`src/rtl/ping_pkg.sv`:
```
// Shared constants for the ultrasonic ping scheduler and its ping drivers.
package ping_pkg;

  // Sensor count limit and the index width it implies.
  localparam int MAX_SENSORS = 8;
  localparam int IDX_W       = $clog2(MAX_SENSORS);

  // Ping driver durations in 1 MHz clocks: trigger burst, then the echo listen window.
  localparam int DRV_TRIGGER_CYCLES = 10;
  localparam int DRV_ECHO_CYCLES    = 6000;

  // A slot must cover a full driver transmit+measure cycle.
  localparam int DEF_PING_CYCLES     = DRV_TRIGGER_CYCLES + DRV_ECHO_CYCLES;
  localparam int DEF_GUARD_CYCLES    = 1000;
  localparam int DEF_OBSTACLE_THRESH = 1000;

  // Scheduler states.
  localparam logic [1:0] ST_IDLE    = 2'd0;
  localparam logic [1:0] ST_SLOT    = 2'd1;
  localparam logic [1:0] ST_CAPTURE = 2'd2;
  localparam logic [1:0] ST_GUARD   = 2'd3;

  typedef logic [IDX_W-1:0] idx_t;

endpackage

```
`src/rtl/ping_scheduler_if.sv`:
```
// Bundle between the ping scheduler, the ping drivers and the vehicle control logic.
interface ping_scheduler_if
  import ping_pkg::*;
#(
  parameter int N_SENSORS = 4,
  parameter int WIDTH     = 16
);

  logic                         run;
  logic [N_SENSORS-1:0]         sensor_mask;
  logic [N_SENSORS*WIDTH-1:0]   distance_bus;

  logic [N_SENSORS-1:0]         hold;
  idx_t                         active_index;
  logic                         result_valid;
  idx_t                         result_index;
  logic [WIDTH-1:0]             result_distance;
  logic                         sweep_done;
  logic [WIDTH-1:0]             nearest_distance;
  idx_t                         nearest_index;
  logic                         nearest_valid;
  logic                         obstacle;

  // Control side: enables sweeping, supplies mask and driver distances.
  modport master (
    output run, sensor_mask, distance_bus,
    input  hold, active_index, result_valid, result_index, result_distance,
           sweep_done, nearest_distance, nearest_index, nearest_valid, obstacle
  );

  // Scheduler side.
  modport slave (
    input  run, sensor_mask, distance_bus,
    output hold, active_index, result_valid, result_index, result_distance,
           sweep_done, nearest_distance, nearest_index, nearest_valid, obstacle
  );

endinterface

```
`src/rtl/ping_next_index.sv`:
```
// Finds the next set bit above a given index; pass cur = -1 to get the lowest set bit.
module ping_next_index
  import ping_pkg::*;
#(
  parameter int N_SENSORS = 4
) (
  input  logic [N_SENSORS-1:0]  mask,
  input  logic signed [IDX_W:0] cur,
  output logic                  found,
  output idx_t                  next_index
);

  // Scan downward so the lowest qualifying bit is the one left standing.
  always_comb begin
    found      = 1'b0;
    next_index = '0;
    for (int i = N_SENSORS - 1; i >= 0; i--) begin
      if (mask[i] && (i > int'(cur))) begin
        found      = 1'b1;
        next_index = IDX_W'(i);
      end
    end
  end

endmodule

```
`src/rtl/ping_scheduler.sv`:
```
// Time-multiplexes ultrasonic ping drivers so only one transmits/listens at a time,
// captures each driver's distance and reports the nearest echo per sweep.
//
// state      | meaning
// -----------+----------------------------------------------------------
// ST_IDLE    | all drivers held, waiting for run with a nonzero mask
// ST_SLOT    | active driver released for PING_CYCLES clocks
// ST_CAPTURE | one clock: register the active driver's distance
// ST_GUARD   | all drivers held for GUARD_CYCLES clocks (echo decay)
module ping_scheduler
  import ping_pkg::*;
#(
  parameter int N_SENSORS       = 4,
  parameter int WIDTH           = 16,
  parameter int PING_CYCLES     = DEF_PING_CYCLES,
  parameter int GUARD_CYCLES    = DEF_GUARD_CYCLES,
  parameter int OBSTACLE_THRESH = DEF_OBSTACLE_THRESH
) (
  input logic              clk,
  input logic              reset,
  ping_scheduler_if.slave  bus
);

  localparam logic [WIDTH-1:0] PING_LAST  = WIDTH'(PING_CYCLES - 1);
  localparam logic [WIDTH-1:0] GUARD_LAST = WIDTH'(GUARD_CYCLES - 1);
  localparam logic [WIDTH-1:0] THRESH     = WIDTH'(OBSTACLE_THRESH);
  localparam logic signed [IDX_W:0] CUR_NONE = '1;

  logic [1:0]           state;
  logic [WIDTH-1:0]     timer;
  logic [N_SENSORS-1:0] sweep_mask;
  idx_t                 active_index;
  logic                 stop_req;

  // Running minimum of the sweep in progress.
  logic [WIDTH-1:0]     acc_distance;
  idx_t                 acc_index;
  logic                 acc_valid;

  logic [N_SENSORS-1:0] hold_q;
  logic                 result_valid_q;
  idx_t                 result_index_q;
  logic [WIDTH-1:0]     result_distance_q;
  logic                 sweep_done_q;
  logic [WIDTH-1:0]     nearest_distance_q;
  idx_t                 nearest_index_q;
  logic                 nearest_valid_q;
  logic                 obstacle_q;

  logic                 next_found;
  idx_t                 next_index;
  logic                 low_found;
  idx_t                 low_index;
  logic [WIDTH-1:0]     cap_distance;

  // Next sensor of the latched sweep after the active one.
  ping_next_index #(.N_SENSORS(N_SENSORS)) u_next (
    .mask       (sweep_mask),
    .cur        ($signed({1'b0, active_index})),
    .found      (next_found),
    .next_index (next_index)
  );

  // Lowest sensor of the live mask, used when a sweep starts.
  ping_next_index #(.N_SENSORS(N_SENSORS)) u_low (
    .mask       (bus.sensor_mask),
    .cur        (CUR_NONE),
    .found      (low_found),
    .next_index (low_index)
  );

  assign cap_distance = bus.distance_bus[int'(active_index)*WIDTH +: WIDTH];

  function automatic logic [N_SENSORS-1:0] release_one(input idx_t idx);
    return ~(N_SENSORS'(1) << idx);
  endfunction

  // Slot sequencing, distance capture and per-sweep nearest reporting.
  always_ff @(posedge clk or posedge reset) begin
    if (reset) begin
      state              <= ST_IDLE;
      timer              <= '0;
      sweep_mask         <= '0;
      active_index       <= '0;
      stop_req           <= 1'b0;
      acc_distance       <= '1;
      acc_index          <= '0;
      acc_valid          <= 1'b0;
      hold_q             <= '1;
      result_valid_q     <= 1'b0;
      result_index_q     <= '0;
      result_distance_q  <= '0;
      sweep_done_q       <= 1'b0;
      nearest_distance_q <= '1;
      nearest_index_q    <= '0;
      nearest_valid_q    <= 1'b0;
      obstacle_q         <= 1'b0;
    end else begin
      result_valid_q <= 1'b0;
      sweep_done_q   <= 1'b0;
      if (timer != '1) timer <= timer + 1'b1;
      // Once run drops, the sweep finishes after the current slot even if run returns.
      if (!bus.run) stop_req <= 1'b1;

      case (state)
        ST_IDLE: begin
          if (bus.run && low_found) begin
            sweep_mask   <= bus.sensor_mask;
            active_index <= low_index;
            hold_q       <= release_one(low_index);
            acc_distance <= '1;
            acc_index    <= '0;
            acc_valid    <= 1'b0;
            stop_req     <= 1'b0;
            timer        <= '0;
            state        <= ST_SLOT;
          end
        end

        ST_SLOT: begin
          if (timer == PING_LAST) begin
            timer <= '0;
            state <= ST_CAPTURE;
          end
        end

        ST_CAPTURE: begin
          result_valid_q    <= 1'b1;
          result_index_q    <= active_index;
          result_distance_q <= cap_distance;
          // Zero means no echo; strict compare keeps the lowest index on ties.
          if ((cap_distance != '0) && (cap_distance < acc_distance)) begin
            acc_distance <= cap_distance;
            acc_index    <= active_index;
            acc_valid    <= 1'b1;
          end
          hold_q <= '1;
          timer  <= '0;
          state  <= ST_GUARD;
        end

        ST_GUARD: begin
          if (timer == GUARD_LAST) begin
            timer <= '0;
            if (next_found && bus.run && !stop_req) begin
              active_index <= next_index;
              hold_q       <= release_one(next_index);
              state        <= ST_SLOT;
            end else begin
              sweep_done_q       <= 1'b1;
              nearest_distance_q <= acc_distance;
              nearest_index_q    <= acc_index;
              nearest_valid_q    <= acc_valid;
              obstacle_q         <= acc_valid && (acc_distance < THRESH);
              if (bus.run && low_found) begin
                sweep_mask   <= bus.sensor_mask;
                active_index <= low_index;
                hold_q       <= release_one(low_index);
                acc_distance <= '1;
                acc_index    <= '0;
                acc_valid    <= 1'b0;
                stop_req     <= 1'b0;
                state        <= ST_SLOT;
              end else begin
                hold_q <= '1;
                state  <= ST_IDLE;
              end
            end
          end
        end

        default: begin
          hold_q <= '1;
          state  <= ST_IDLE;
        end
      endcase
    end
  end

  assign bus.hold             = hold_q;
  assign bus.active_index     = active_index;
  assign bus.result_valid     = result_valid_q;
  assign bus.result_index     = result_index_q;
  assign bus.result_distance  = result_distance_q;
  assign bus.sweep_done       = sweep_done_q;
  assign bus.nearest_distance = nearest_distance_q;
  assign bus.nearest_index    = nearest_index_q;
  assign bus.nearest_valid    = nearest_valid_q;
  assign bus.obstacle         = obstacle_q;

endmodule
```
`src/flat_wrapper.sv`:
```
// flat-port wrapper written by rule: the top's interface ports become plain ports
module ping_scheduler_flat import ping_pkg::*;
#(
  parameter int N_SENSORS       = 4,
  parameter int WIDTH           = 16,
  parameter int PING_CYCLES     = DEF_PING_CYCLES,
  parameter int GUARD_CYCLES    = DEF_GUARD_CYCLES,
  parameter int OBSTACLE_THRESH = DEF_OBSTACLE_THRESH
)
  (clk, reset, bus_run, bus_sensor_mask, bus_distance_bus, bus_hold, bus_active_index, bus_result_valid, bus_result_index, bus_result_distance, bus_sweep_done, bus_nearest_distance, bus_nearest_index, bus_nearest_valid, bus_obstacle);
  ping_scheduler_if #(.N_SENSORS(N_SENSORS), .WIDTH(WIDTH)) bus_i ();
  input logic clk;
  input logic reset;
  input wire logic [$bits(bus_i.run)-1:0] bus_run;
  input wire logic [$bits(bus_i.sensor_mask)-1:0] bus_sensor_mask;
  input wire logic [$bits(bus_i.distance_bus)-1:0] bus_distance_bus;
  output wire logic [$bits(bus_i.hold)-1:0] bus_hold;
  output wire logic [$bits(bus_i.active_index)-1:0] bus_active_index;
  output wire logic [$bits(bus_i.result_valid)-1:0] bus_result_valid;
  output wire logic [$bits(bus_i.result_index)-1:0] bus_result_index;
  output wire logic [$bits(bus_i.result_distance)-1:0] bus_result_distance;
  output wire logic [$bits(bus_i.sweep_done)-1:0] bus_sweep_done;
  output wire logic [$bits(bus_i.nearest_distance)-1:0] bus_nearest_distance;
  output wire logic [$bits(bus_i.nearest_index)-1:0] bus_nearest_index;
  output wire logic [$bits(bus_i.nearest_valid)-1:0] bus_nearest_valid;
  output wire logic [$bits(bus_i.obstacle)-1:0] bus_obstacle;
  assign bus_i.run = bus_run;
  assign bus_i.sensor_mask = bus_sensor_mask;
  assign bus_i.distance_bus = bus_distance_bus;
  assign bus_hold = bus_i.hold;
  assign bus_active_index = bus_i.active_index;
  assign bus_result_valid = bus_i.result_valid;
  assign bus_result_index = bus_i.result_index;
  assign bus_result_distance = bus_i.result_distance;
  assign bus_sweep_done = bus_i.sweep_done;
  assign bus_nearest_distance = bus_i.nearest_distance;
  assign bus_nearest_index = bus_i.nearest_index;
  assign bus_nearest_valid = bus_i.nearest_valid;
  assign bus_obstacle = bus_i.obstacle;
  ping_scheduler #(.N_SENSORS(N_SENSORS), .WIDTH(WIDTH), .PING_CYCLES(PING_CYCLES), .GUARD_CYCLES(GUARD_CYCLES), .OBSTACLE_THRESH(OBSTACLE_THRESH)) u_core (.clk(clk), .reset(reset), .bus(bus_i));
endmodule
```
`config.mk`:
```
export PLATFORM = sky130hd
export DESIGN_NAME = ping_scheduler_flat
export DESIGN_NICKNAME = d
export VERILOG_FILES = /design/src/rtl/ping_pkg.sv /design/src/rtl/ping_scheduler_if.sv /design/src/rtl/ping_next_index.sv /design/src/rtl/ping_scheduler.sv /design/src/flat_wrapper.sv
export SDC_FILE = /design/constraint.sdc
export NUM_CORES = 1
export LEC_CHECK = 0
export ABC_AREA = 1
export CORE_MARGIN = 4
export CORE_UTILIZATION = 42
export DETAILED_ROUTE_END_ITERATION = 12
export PLACE_DENSITY = 0.7
export REMOVE_ABC_BUFFERS = 1
export SYNTH_ARGS = -nofsm -noshare
export SYNTH_HDL_FRONTEND = slang
export SYNTH_SLANG_ARGS = --single-unit
```
`constraint.sdc`:
```
create_clock -name clk -period 3.1 [get_ports clk]
set_input_delay 0.62 -clock clk [delete_from_list [all_inputs] [get_ports clk]]
set_output_delay 0.62 -clock clk [all_outputs]
set_load 0.05 [all_outputs]
```
**After elaboration in Yosys (flattened, before gate mapping)**

Cells that the tools add are included.

- Register bits: 92
- Output and inout bits: 49
- Logic and storage cells: 125

- Add/subtract/negate cells: 1
- Order comparisons: 6
- Equal/unequal tests: 11
- Shift-type cells: 3
- Mux-type cells: 64
- Bitwise operators: 3
- Reductions and logical operators: 20

Operator list:

| operator | count |
|---|---|
| $mux W16 | 8 |
| $pmux W16 S4 | 1 |
| $shiftx A64 B8 Y16 | 1 |
| $pmux W16 S3 | 1 |
| $mux W3 | 13 |
| $mux W4 | 7 |
| $mux W1 | 21 |
| $add A16 B1 Y16 const B | 1 |
| $eq A16 B10 Y1 const B | 1 |
| $eq A16 B13 Y1 const B | 1 |
| $lt A16 B10 Y1 const B | 1 |
| $lt A16 B16 Y1 | 1 |
| $ne A16 B16 Y1 const B | 1 |
| $reduce_bool A16 Y1 | 1 |
| $mux W2 | 6 |
| $pmux W4 S3 | 1 |
| $reduce_and A3 Y1 | 4 |
| $logic_and A1 B1 Y1 | 9 |
| $pmux W3 S3 | 1 |
| $ne A2 B1 Y1 const B | 4 |
| $not A4 Y4 | 2 |
| $pmux W2 S4 | 1 |
| $pmux W4 S2 | 1 |
| $shl A1 B3 Y4 const A | 2 |
| 15 further kinds | 18 |

**Depth between registers and ports, before layout**

Gate-level depths: netlist of the first run.

- Depth in word-level cells: 11
- Mapped depth: 21
- Gate-level depth less buffers: 18

**By module**

From an unflattened synthesis of the first run, not the netlist that was laid out.

- Cell total of the unflattened synthesis: 744
- Area, all modules: 5569.1 µm²

Modules (own cells, without submodules):

| module | times used | cells an instance | area an instance (µm²) | seq. area each (µm²) |
|---|---|---|---|---|
| ping_scheduler | 1 | 702 | 5356.4 | 2347.3 |
| ping_next_index | 2 | 21 | 106.4 | 0.0 |

**Least setup slack after synthesis of the first run**

Ideal clock, no wire load.

- Path kind: flip-flop to flip-flop
- From: reg u_core.active_index[0] (netlist: u_core.bus.active_index[0])
- To: reg u_core.acc_index[0]
- Library setup time: 0.116 ns
- Data arrival time: 2.631 ns
- Data required time: 2.984 ns
- Slack: 0.353 ns
- Stages on the path, launching flop included: 17
- Period minus slack after synthesis: 2.747 ns
- Cell sequence: dfrtp_1 -> buf_6 -> inv_2 -> buf_2 -> o21ai_0 -> nand2_1 -> ha_1 -> a21oi_1 -> o21ai_0 -> a21oi_1 -> nand3_2 -> nor2_2 -> nand2_4 -> buf_6 -> buf_8 -> nand3_2 -> nand2_1

- Elaborated cells between the ends (all ways): 23

RTL lines:

| element | RTL line | text |
|---|---|---|
| start, declared | ping_scheduler.sv:32 | `idx_t active_index;` |
| start signal, assigned | ping_scheduler.sv:109 | `active_index <= low_index;` |
| start signal, assigned | ping_scheduler.sv:146 | `active_index <= next_index;` |
| start signal, assigned | ping_scheduler.sv:157 | `active_index <= low_index;` |
| $shiftx A64 B8 Y16 * | ping_scheduler.sv:72 | `assign cap_distance = bus.distance_bus[int'(active_index)*WIDTH +: WIDTH];` |
| net u_core.cap_distance[11] | ping_scheduler.sv:54 | `logic [WIDTH-1:0] cap_distance;` |
| $lt A16 B16 Y1 or $reduce_bool A16 Y1 (tied branches) | ping_scheduler.sv:132 | `if ((cap_distance != '0) && (cap_distance < acc_distance)) begin` |
| $logic_and A1 B1 Y1 * | ping_scheduler.sv:132 |  |
| $ne A2 B1 Y1 (no line) * | n/a |  |
| $reduce_and A4 Y1 (no line) * | n/a |  |
| end signal, assigned | ping_scheduler.sv:134 | `acc_index <= active_index;` |
| end, declared | ping_scheduler.sv:37 | `idx_t acc_index;` |

The timed path passes the listed nets; every way through them passes the cells marked *. The select of a mux whose other input is x is not followed.
A chain may end at the register's enable or synchronous reset.

**Worst setup path in the final report of the first run**

- From: reg u_core.active_index[1] (netlist: u_core.bus.active_index[1])
- To: reg u_core.acc_distance[14]

- Elaborated cells between the ends (all ways): 23

RTL lines:

| element | RTL line | text |
|---|---|---|
| $shiftx A64 B8 Y16 * | ping_scheduler.sv:72 |  |
| net u_core.cap_distance[15] | ping_scheduler.sv:54 |  |
| $lt A16 B16 Y1 or $reduce_bool A16 Y1 (tied branches) | ping_scheduler.sv:132 |  |
| $logic_and A1 B1 Y1 * | ping_scheduler.sv:132 |  |
| $ne A2 B1 Y1 (no line) * | n/a |  |
| $reduce_and A4 Y1 (no line) * | n/a |  |
| end signal, assigned | ping_scheduler.sv:133 | `acc_distance <= cap_distance;` |
| end, declared | ping_scheduler.sv:36 | `logic [WIDTH-1:0] acc_distance;` |

Marks and branches as above.

==> metrics.md, run 1 <==
| Metric | Value |
|---|---|
| Dpl hpwl | `11600 um` |
| WP data arrival | `between 3 and 4 ns` |
| Number of DRC markers in iteration 0 | `362` |
| Final setup viols | `0` |
| Hold Crit Start | `u_core.bus.nearest_distance[0]` |
| Final instance area | `0.00705 mm^2` |
| Initial cell density of the core | `0.437` |
| Clock period minus worst slack | `approximately 2.8 ns` |
| Placer Congestion | `around 0.91` |
| Pwr Density | `between 1000 and 1500 mW/mm^2` |
| TritonCTS buffer count | `9` |
| Row cnt | `40` |
| Die ar. | `0.0146 mm^2` |
| Hold Path Stages | `2` |
| Number of H-tree levels | `3` |
| CP Capture Type | `flip-flop` |
| Sequential power share | `0.266` |
| Area added between synthesis and finish | `31.6%` |
| # IOs | `120` |
| Routed vias/inst | `5.07` |
| NumNets Final | `902` |
| PnR Total Power | `7210 uW` |
| # port buffers | `119` |
| Pre-CTS worst setup slack | `0.0446 ns` |
| Core Util, Final | `0.575` |
| Achievable clock frequency | `356 MHz` |
| First-pass GRT wire length | `25100 um` |
| Die height | `121 um` |
| Antenna violations before repair | `0` |
| Clock share of power | `0.162` |
| Clock root buffer master | `clkbuf_16` |
| Drt pass-1 iters | `6` |
| # DRC | `0` |
| Die W | `121 um` |
| Max IR drop VDD | `around 0.64 mV` |
| Post-synth top area share | `0.257` |
| Sw Pwr | `3440 uW` |
| Sequential cell area fraction in the yosys report | `0.433` |
| Post-Synthesis Cells | `690` |
| Sink Count | `91` |
| Layout cells sized above 1 | `0.129` |
| Number of global-route vias before repair | `5162` |
| Post-DP Area | `approximately 0.0067 mm^2` |
| Antenna Cells | `0` |
| Clock latency on the worst-skew pair | `0.34 ns` |
| Total wire length | `15000 um` |
| Wire per inst | `around 15 um` |
| Number of max-cap violations | `0` |
| Layout Skew | `0.00824 ns` |
| Outcome | `finished clean` |
| Slew Limit Fails | `0` |
| DR vias | `4980` |
| Worst min-delay path class | `flip-flop to flip-flop` |
| R2R cell count | `17` |
| Syn avg cell area | `~7.8 um^2` |
| CTS tree | `built` |
| Critical Path Fanout Max | `19` |
| RSZ-0062 raised after global routing | `no` |
| YS warnings | `0` |
| Hold EP | `u_core.bus.nearest_distance[0]` |
| Tot GR Track Use | `0.215` |
| Internal power | `between 3000 and 4000 uW` |
| Pleak | `0.00322 uW` |
| Slew HR | `0.529` |
| Final WS setup | `0.291 ns` |
| Mapped Area | `around 0.0054 mm^2` |
| CTS max path bufs | `2` |
| CP Class | `flip-flop to flip-flop` |
| Ranking of synthesized cells by area | `dfrtp_1, dfstp_2, nand2_1` |
| Netlist cell types | `48` |
| Req. time, crit path | `approximately 3.4 ns` |
| Grt ovf | `0` |
| Tcrit/Tclk final | `0.906` |
| Clock Pin Slew Worst Setup and Hold Paths | `0.07 ns` |
| Core box area | `0.0123 mm^2` |
| Worst reg2reg startpoint | `u_core.bus.active_index[1]` |
| Sw Ratio | `0.477` |
| Cell taking the most area after synthesis | `dfrtp_1` |
| Worst Tran Pin Value | `0.706 ns` |
| Register bit total from synthesis | `91` |
| # hold bufs at CTS | `0` |
| End of the worst register-to-register path | `u_core.acc_distance[14]` |
| ANT nets after route | `0` |
| CP Launch Type | `flip-flop` |
| R2r setup slk | `0.29 ns` |
| Largest net degree at the start of global routing | `36` |
| Final hold vios | `0` |
| Combinational fraction of design power | `0.572` |
| Setup TNS | `0 ns` |
-- critical path, cell delays in order (launching register included) --
cell	delay, ns
dfrtp_2	0.49
inv_4	0.15
buf_4	0.19
nor2_1	0.06
o21ai_1	0.07
o21ai_1	0.08
nand2_1	0.08
inv_1	0.06
ha_1	0.31
nand2_1	0.14
o21ai_0	0.12
a21oi_1	0.16
nand3_2	0.09
nor2_2	0.16
nand2_4	0.18
nand2_4	0.23
nand2_1	0.08
nand2_1	0.07
-- cell type report --
type	count	area (um^2)
Inverter	94	359
Tap cell	168	210
Timing Repair Buffer	133	1320
Clock inverter	4	56.3
Multi-Input combinational cell	481	2510
Clock buffer	12	267
Fill cell	1107	5210
Sequential cell	91	2320
-- cells in the mapped netlist (all sizes together) --
master     n
dfstp     36
o21a      13
nand2    149
a32o       1
a21boi     1
o21ai     65
o32ai      2
nor4       6
a211oi     5
xor2       1
mux2       1
o211ai     5
nor2     109
a21oi     22
dfrtp     55
nand4      3
a2bb2oi    2
o21bai     1
nor3b      4
o22ai      1
or2        6
inv       94
buf       17
ha        21
xnor2      1
clkbuf     7
o2111ai    2
nand3     47
a22o       1
nor3      12
-- per-layer routing --
layer | GRT usage | routed length (um) | share of wire
met2 | 0.339 | 6770 | 0.45
met1 | 0.291 | 6990 | 0.47
met5 | 0 | 0 | 0
met4 | 0.0885 | 353 | 0.024
met3 | 0.0410 | 895 | 0.060
-- worst max path at each step --
stage	to	start	slack, ns	cells after the start
2_1_floorplan	u_core.acc_index[0]	u_core.bus.active_index[0]	-0.26	15
3_3_place_gp	u_core.acc_distance[14]	bus_distance_bus[47]	0.09	17
3_5_place_dp	u_core.acc_index[0]	bus_distance_bus[47]	0.04	17
4_1_cts	u_core.acc_distance[14]	u_core.bus.active_index[1]	0.22	17
5_1_grt	u_core.acc_distance[10]	u_core.bus.active_index[2]	0.03	14
6_report	u_core.acc_distance[14]	u_core.bus.active_index[1]	0.29	17
-- through the flow --
| stage | instances | hold WS (ns) |
|---|---|---|
| finish | 983 | 0.473 |
| CTS | 983 | 0.474 |
| global placement | 967 | 0.458 |
| floorplan | 666 | 0.454 |
| detailed placement | 967 | 0.462 |
| global route | 983 | 0.494 |
-- power groups by stage --
stage | Combinational (uW) | Sequential (uW) | Clock, uW
floorplan | 2250 | 2440 | 0
global placement | 3990 | 1920 | 0
detailed placement | 4110 | 1930 | 0
CTS | 4140 | 1910 | 1190
global route | 4610 | 1960 | 1240
finish | 4120 | 1920 | 1170
-- kinds of logic after synthesis --
family                     synth area share
muxes                               0.00210
and+or+nand+nor                       0.280
AOI/OAI and AO/OA                     0.135
adders and majority gates            0.0490
xor gates and xnor gates            0.00327
DFF                                   0.433
buffers and inverters                0.0976
-- timing repair --
item | in CTS | in global routing
setup endpoints to repair | 0 | 18
buffers inserted | 0 | 0
resized for setup | 0 | 1
-- flip-flops by register name, indices dropped and copies added (netlist names) --
register,flops
u_core.bus.obstacle,1
u_core.acc_valid,1
u_core.bus.sweep_done,1
u_core.bus.nearest_valid,1
u_core.bus.result_index,3
u_core.sweep_mask,3
u_core.bus.result_distance,16
u_core.bus.hold,4
u_core.bus.result_valid,1
u_core.acc_distance,16
u_core.timer,16
u_core.bus.nearest_index,3
u_core.bus.nearest_distance,16
u_core.state,2
u_core.acc_index,3
u_core.bus.active_index,3
u_core.stop_req,1
-- placed cells by master (no fill, tap or decap), types with 3 or more instances in the layout --
master / n
nor4_1: 6
a21oi_1: 21
a211oi_1: 5
o211ai_1: 3
nand3_2: 12
o21ai_1: 21
nand4_1: 3
o21a_1: 13
ha_1: 21
nand3_1: 35
or2_1: 3
clkbuf_8: 3
o21ai_0: 42
inv_1: 85
nand2_1: 145
clkdlybuf4s50_1: 119
nor3b_1: 4
dfrtp_1: 54
nor3_1: 11
nor2_4: 3
inv_2: 6
dfstp_2: 36
nor2_1: 104
buf_4: 12
clkbuf_16: 9
(Power assumes the default switching activity.)
==> run 2: changes to the inputs <==
- HOLD_SLACK_MARGIN: default -> 0.03
- SYNTH_HIERARCHICAL: default -> 1
==> metrics.md, run 2 <==
| Metric | Value |
|---|---|
| NumNets Final | `963 (+6.8%)` |
| Row cnt | `41 (+2.5%)` |
| Combinational fraction of design power | `0.576 (+0.004)` |
| Sequential cell area fraction in the yosys report | `0.421 (-0.0119)` |
| YS warnings | `6 (+6)` |
| Final instance area | `0.00720 mm^2 (+2.1%)` |
| Achievable clock frequency | `372 MHz (+4.5%)` |
| Req. time, crit path | `3.39 ns (about the same)` |
| Post-synth top cells | `nand2_1, nor2_1, inv_1, dfrtp_1, dfstp_2` |
| Clock Pin Slew Worst Setup and Hold Paths | `0.07 ns (about the same)` |
| Cells resized by post-CTS repair | `0 (unchanged)` |
| Die ar. | `0.0152 mm^2 (+3.7%)` |
| Routed vias/inst | `4.85 (-4.3%)` |
| Drt pass-1 iters | `5 (-1)` |
| Netlist cell types | `49 (+2.1%)` |
| TritonCTS buffer count | `9 (unchanged)` |
| CP Launch Type | `flip-flop` |
| RSZ-0062 raised after global routing | `no` |
| Commonest cells after routing, fill and taps aside | `nand2_1, nor2_1, clkdlybuf4s50_1, inv_1, dfrtp_1` |
| First-pass GRT wire length | `24200 um (-3.7%)` |
| Syn avg cell area | `7.49 um^2 (-3.6%)` |
| Max IR drop VDD | `0.513 mV (-20%)` |
| ANT nets after route | `0 (unchanged)` |
| DR vias | `5079 (+2.0%)` |
| Clock root buffer master | `clkbuf_16` |
| Sink Count | `92 (+1.1%)` |
| Final setup viols | `0 (unchanged)` |
| Dpl hpwl | `11100 um (-4.9%)` |
| Placer Congestion | `0.842 (-7.7%)` |
| CTS tree | `built` |
| Number of max-cap violations | `0 (unchanged)` |
| Cell mode on critical path | `nand2_1` |
| Critical path's top delay family | `simple AND/OR/NAND/NOR gates` |
| Critical path's largest stage delay | `0.42 ns (-0.07 ns)` |
| CP Capture Type | `flip-flop` |
| Total wire length | `14800 um (-1.3%)` |
| Slew HR | `0.639 (+0.109)` |
| Internal power | `3660 uW (-2.9%)` |
| Grt ovf | `0 (unchanged)` |
| Ranking of synthesized cells by area | `dfrtp_1, dfstp_2, nand2_1` |
| Buffers and inverters on the worst path | `3 (unchanged)` |
| # hold bufs at CTS | `0 (unchanged)` |
| Number of DRC markers in iteration 0 | `290 (-20%)` |
| Async SR Flop Fraction | `1.00 (unchanged)` |
| Slew Limit Fails | `0 (unchanged)` |
| CTS max path bufs | `2 (unchanged)` |
| Layout Skew | `0.00730 ns (-0.000940 ns)` |
| Main flop type after synthesis | `dfrtp_1` |
| WHS | `0.472 ns (-0.000978 ns)` |
| Post-synth top area share | `0.252 (-0.00520)` |
| Cell taking the most area after synthesis | `dfrtp_1` |
| Hold Path Stages | `2 (unchanged)` |
| Register bit total from synthesis | `92 (+1.1%)` |
| Initial cell density of the core | `0.434 (-0.00280)` |
| Largest net degree at the start of global routing | `47 (+31%)` |
| Core Util, Final | `0.561 (-0.0136)` |
| Final hold vios | `0 (unchanged)` |
| Sequential power share | `0.272 (+0.006)` |
| Number of global-route vias before repair | `4957 (-4.0%)` |
| Post-DP Area | `0.00690 mm^2 (+2.6%)` |
| Hold Crit Start | `u_core/bus.nearest_distance[0]` |
| # port buffers | `119 (unchanged)` |
| Pleak | `0.00352 uW (+9.3%)` |
| Tot GR Track Use | `0.202 (-0.0132)` |
| Clock share of power | `0.152 (-0.010)` |
| Die W | `123 um (+1.8%)` |
| Layout cells sized above 1 | `0.128 (-0.000980)` |
| # placed instances | `1032 (+6.7%)` |
| Pwr Density | `985 mW/mm^2 (-3.7%)` |
| Commonest non-fill, non-tap cell in the layout | `nand2_1` |
| Worst path slowest cell | `dfrtp_1` |
| Worst min-delay path class | `flip-flop to flip-flop` |
| CP Class | `flip-flop to flip-flop` |
| Fill cells | `1229 (+11%)` |
| # IOs | `120 (unchanged)` |
| Setup TNS | `0 ns (unchanged)` |
| Number of H-tree levels | `3 (unchanged)` |
| R2r setup slk | `0.41 ns (+0.12 ns)` |
| Post CTS Setup Buffer Count | `0 (unchanged)` |
| R2R cell count | `19 (+2)` |
| CP Cell Sequence | `buf_4 -> nor2_1 -> nor2_1 -> o21ai_1 -> nand2_1 -> nand2_1 -> inv_1 -> ha_1 -> nand2_1 -> inv_1 -> o21ai_0 -> nand2_1 -> nor2_1 -> nand3_1 -> nor2_2 -> nand2_4 -> nand2_4 -> nand2_1 -> nand2_1` |
| Critical Path Fanout Max | `19 (unchanged)` |
| Tcrit/Tclk final | `0.868 (-0.0386)` |
| Mapped Area | `0.00557 mm^2 (+3.9%)` |
| End of the worst register-to-register path | `u_core/acc_distance[5]` |
| Sw Ratio | `0.483 (+0.00646)` |
| Die height | `123 um (+1.8%)` |
| WP data arrival | `2.98 ns (-0.11 ns)` |
| Top-count cell post-synth | `nand2_1` |
| Antenna violations before repair | `0 (unchanged)` |
| Sw Pwr | `3430 uW (-0.32%)` |
| Antenna Cells | `0 (unchanged)` |
| Area added between synthesis and finish | `29.3%` |
| Post-Synthesis Cells | `744 (+7.8%)` |
| Clock latency on the worst-skew pair | `0.34 ns (about the same)` |
| Hold EP | `u_core/bus.nearest_distance[0]` |
| Outcome | `finished clean` |
| Wire per inst | `14.1 um (-7.4%)` |
| Worst Tran Pin Value | `0.540 ns (-0.166 ns)` |
| Finished Layout Cells | `1048 (+6.6%)` |
| Core box area | `0.0128 mm^2 (+4.6%)` |
| Worst reg2reg startpoint | `u_core/bus.active_index[0]` |
| Clock period minus worst slack | `2.69 ns (-0.120 ns)` |
| # DRC | `0 (unchanged)` |
| Post-synth EDFFs | `0 (unchanged)` |
-- run 2: layout make-up --
class	instances	area, um^2	share of cell area
multi-input combinational	538	2670	0.371
sequential	92	2350	0.326
timing repair buffer	132	1300	0.180
inverter	98	372	0.0516
clock buffer	12	267	0.0370
tap	172	215	0.0299
clock inverter	4	30.0	0.00417
-- run 2: worst max-delay path by stage --
| stage | start | endpoint | cells past startpoint |
|---|---|---|---|
| floorplan | u_core/bus.active_index[0] | u_core/acc_index[0] | 17 |
| detailed placement | bus_distance_bus[13] | u_core/acc_distance[5] | 19 |
| CTS | u_core/bus.active_index[0] | u_core/acc_index[1] | 19 |
| global placement | bus_distance_bus[13] | u_core/acc_distance[9] | 19 |
| finish | u_core/bus.active_index[0] | u_core/acc_distance[5] | 19 |
| global route | bus_distance_bus[13] | u_core/acc_distance[9] | 19 |
-- run 2: logic make-up (layout without fill, tap and decap cells) --
kind of cell / after synthesis / in the layout / synth area share
AOI/OAI and AO/OA: 107 / 107 / 0.112
adders and majority gates: 21 / 21 / 0.0472
other: 4 / 14 / 0.00270
DFF: 92 / 92 / 0.421
muxes: 4 / 4 / 0.00809
and+or+nand+nor: 389 / 389 / 0.298
xor gates and xnor gates: 3 / 3 / 0.00472
buffers and inverters: 124 / 246 / 0.106
-- run 2: worst reg2reg max path, stage by stage (launching register included) --
cell	delay, ns
dfrtp_1	0.42
buf_4	0.23
nor2_1	0.14
nor2_1	0.04
o21ai_1	0.12
nand2_1	0.07
nand2_1	0.08
inv_1	0.06
ha_1	0.28
nand2_1	0.07
inv_1	0.03
o21ai_0	0.13
nand2_1	0.07
nor2_1	0.10
nand3_1	0.08
nor2_2	0.16
nand2_4	0.15
nand2_4	0.24
nand2_1	0.09
nand2_1	0.07
-- run 2: stage by stage --
step	power, uW	setup slack [ns]
floorplan	4710	-0.142
global placement	5940	0.143
detailed placement	6040	0.0754
CTS	7140	0.398
global route	7680	0.0797
finish	7090	0.411
-- run 2: metal layers --
metal	wire, um	share of wire	global-route usage	vias up
met4	147	0.0099	0.0471	0
met3	806	0.054	0.0380	12
met5	0	0	0	-
met2	7380	0.50	0.360	117
li1	-	-	-	2597
met1	6470	0.44	0.253	2353
-- run 2: power by group through the flow --
stage / Sequential [uW] / Clock, uW / Combinational [uW]
5_1_grt: 1980 / 1150 / 4550
2_1_floorplan: 2550 / 0 / 2160
4_1_cts: 1930 / 1100 / 4110
3_3_place_gp: 1930 / 0 / 4010
6_report: 1930 / 1080 / 4080
3_5_place_dp: 1950 / 0 / 4090
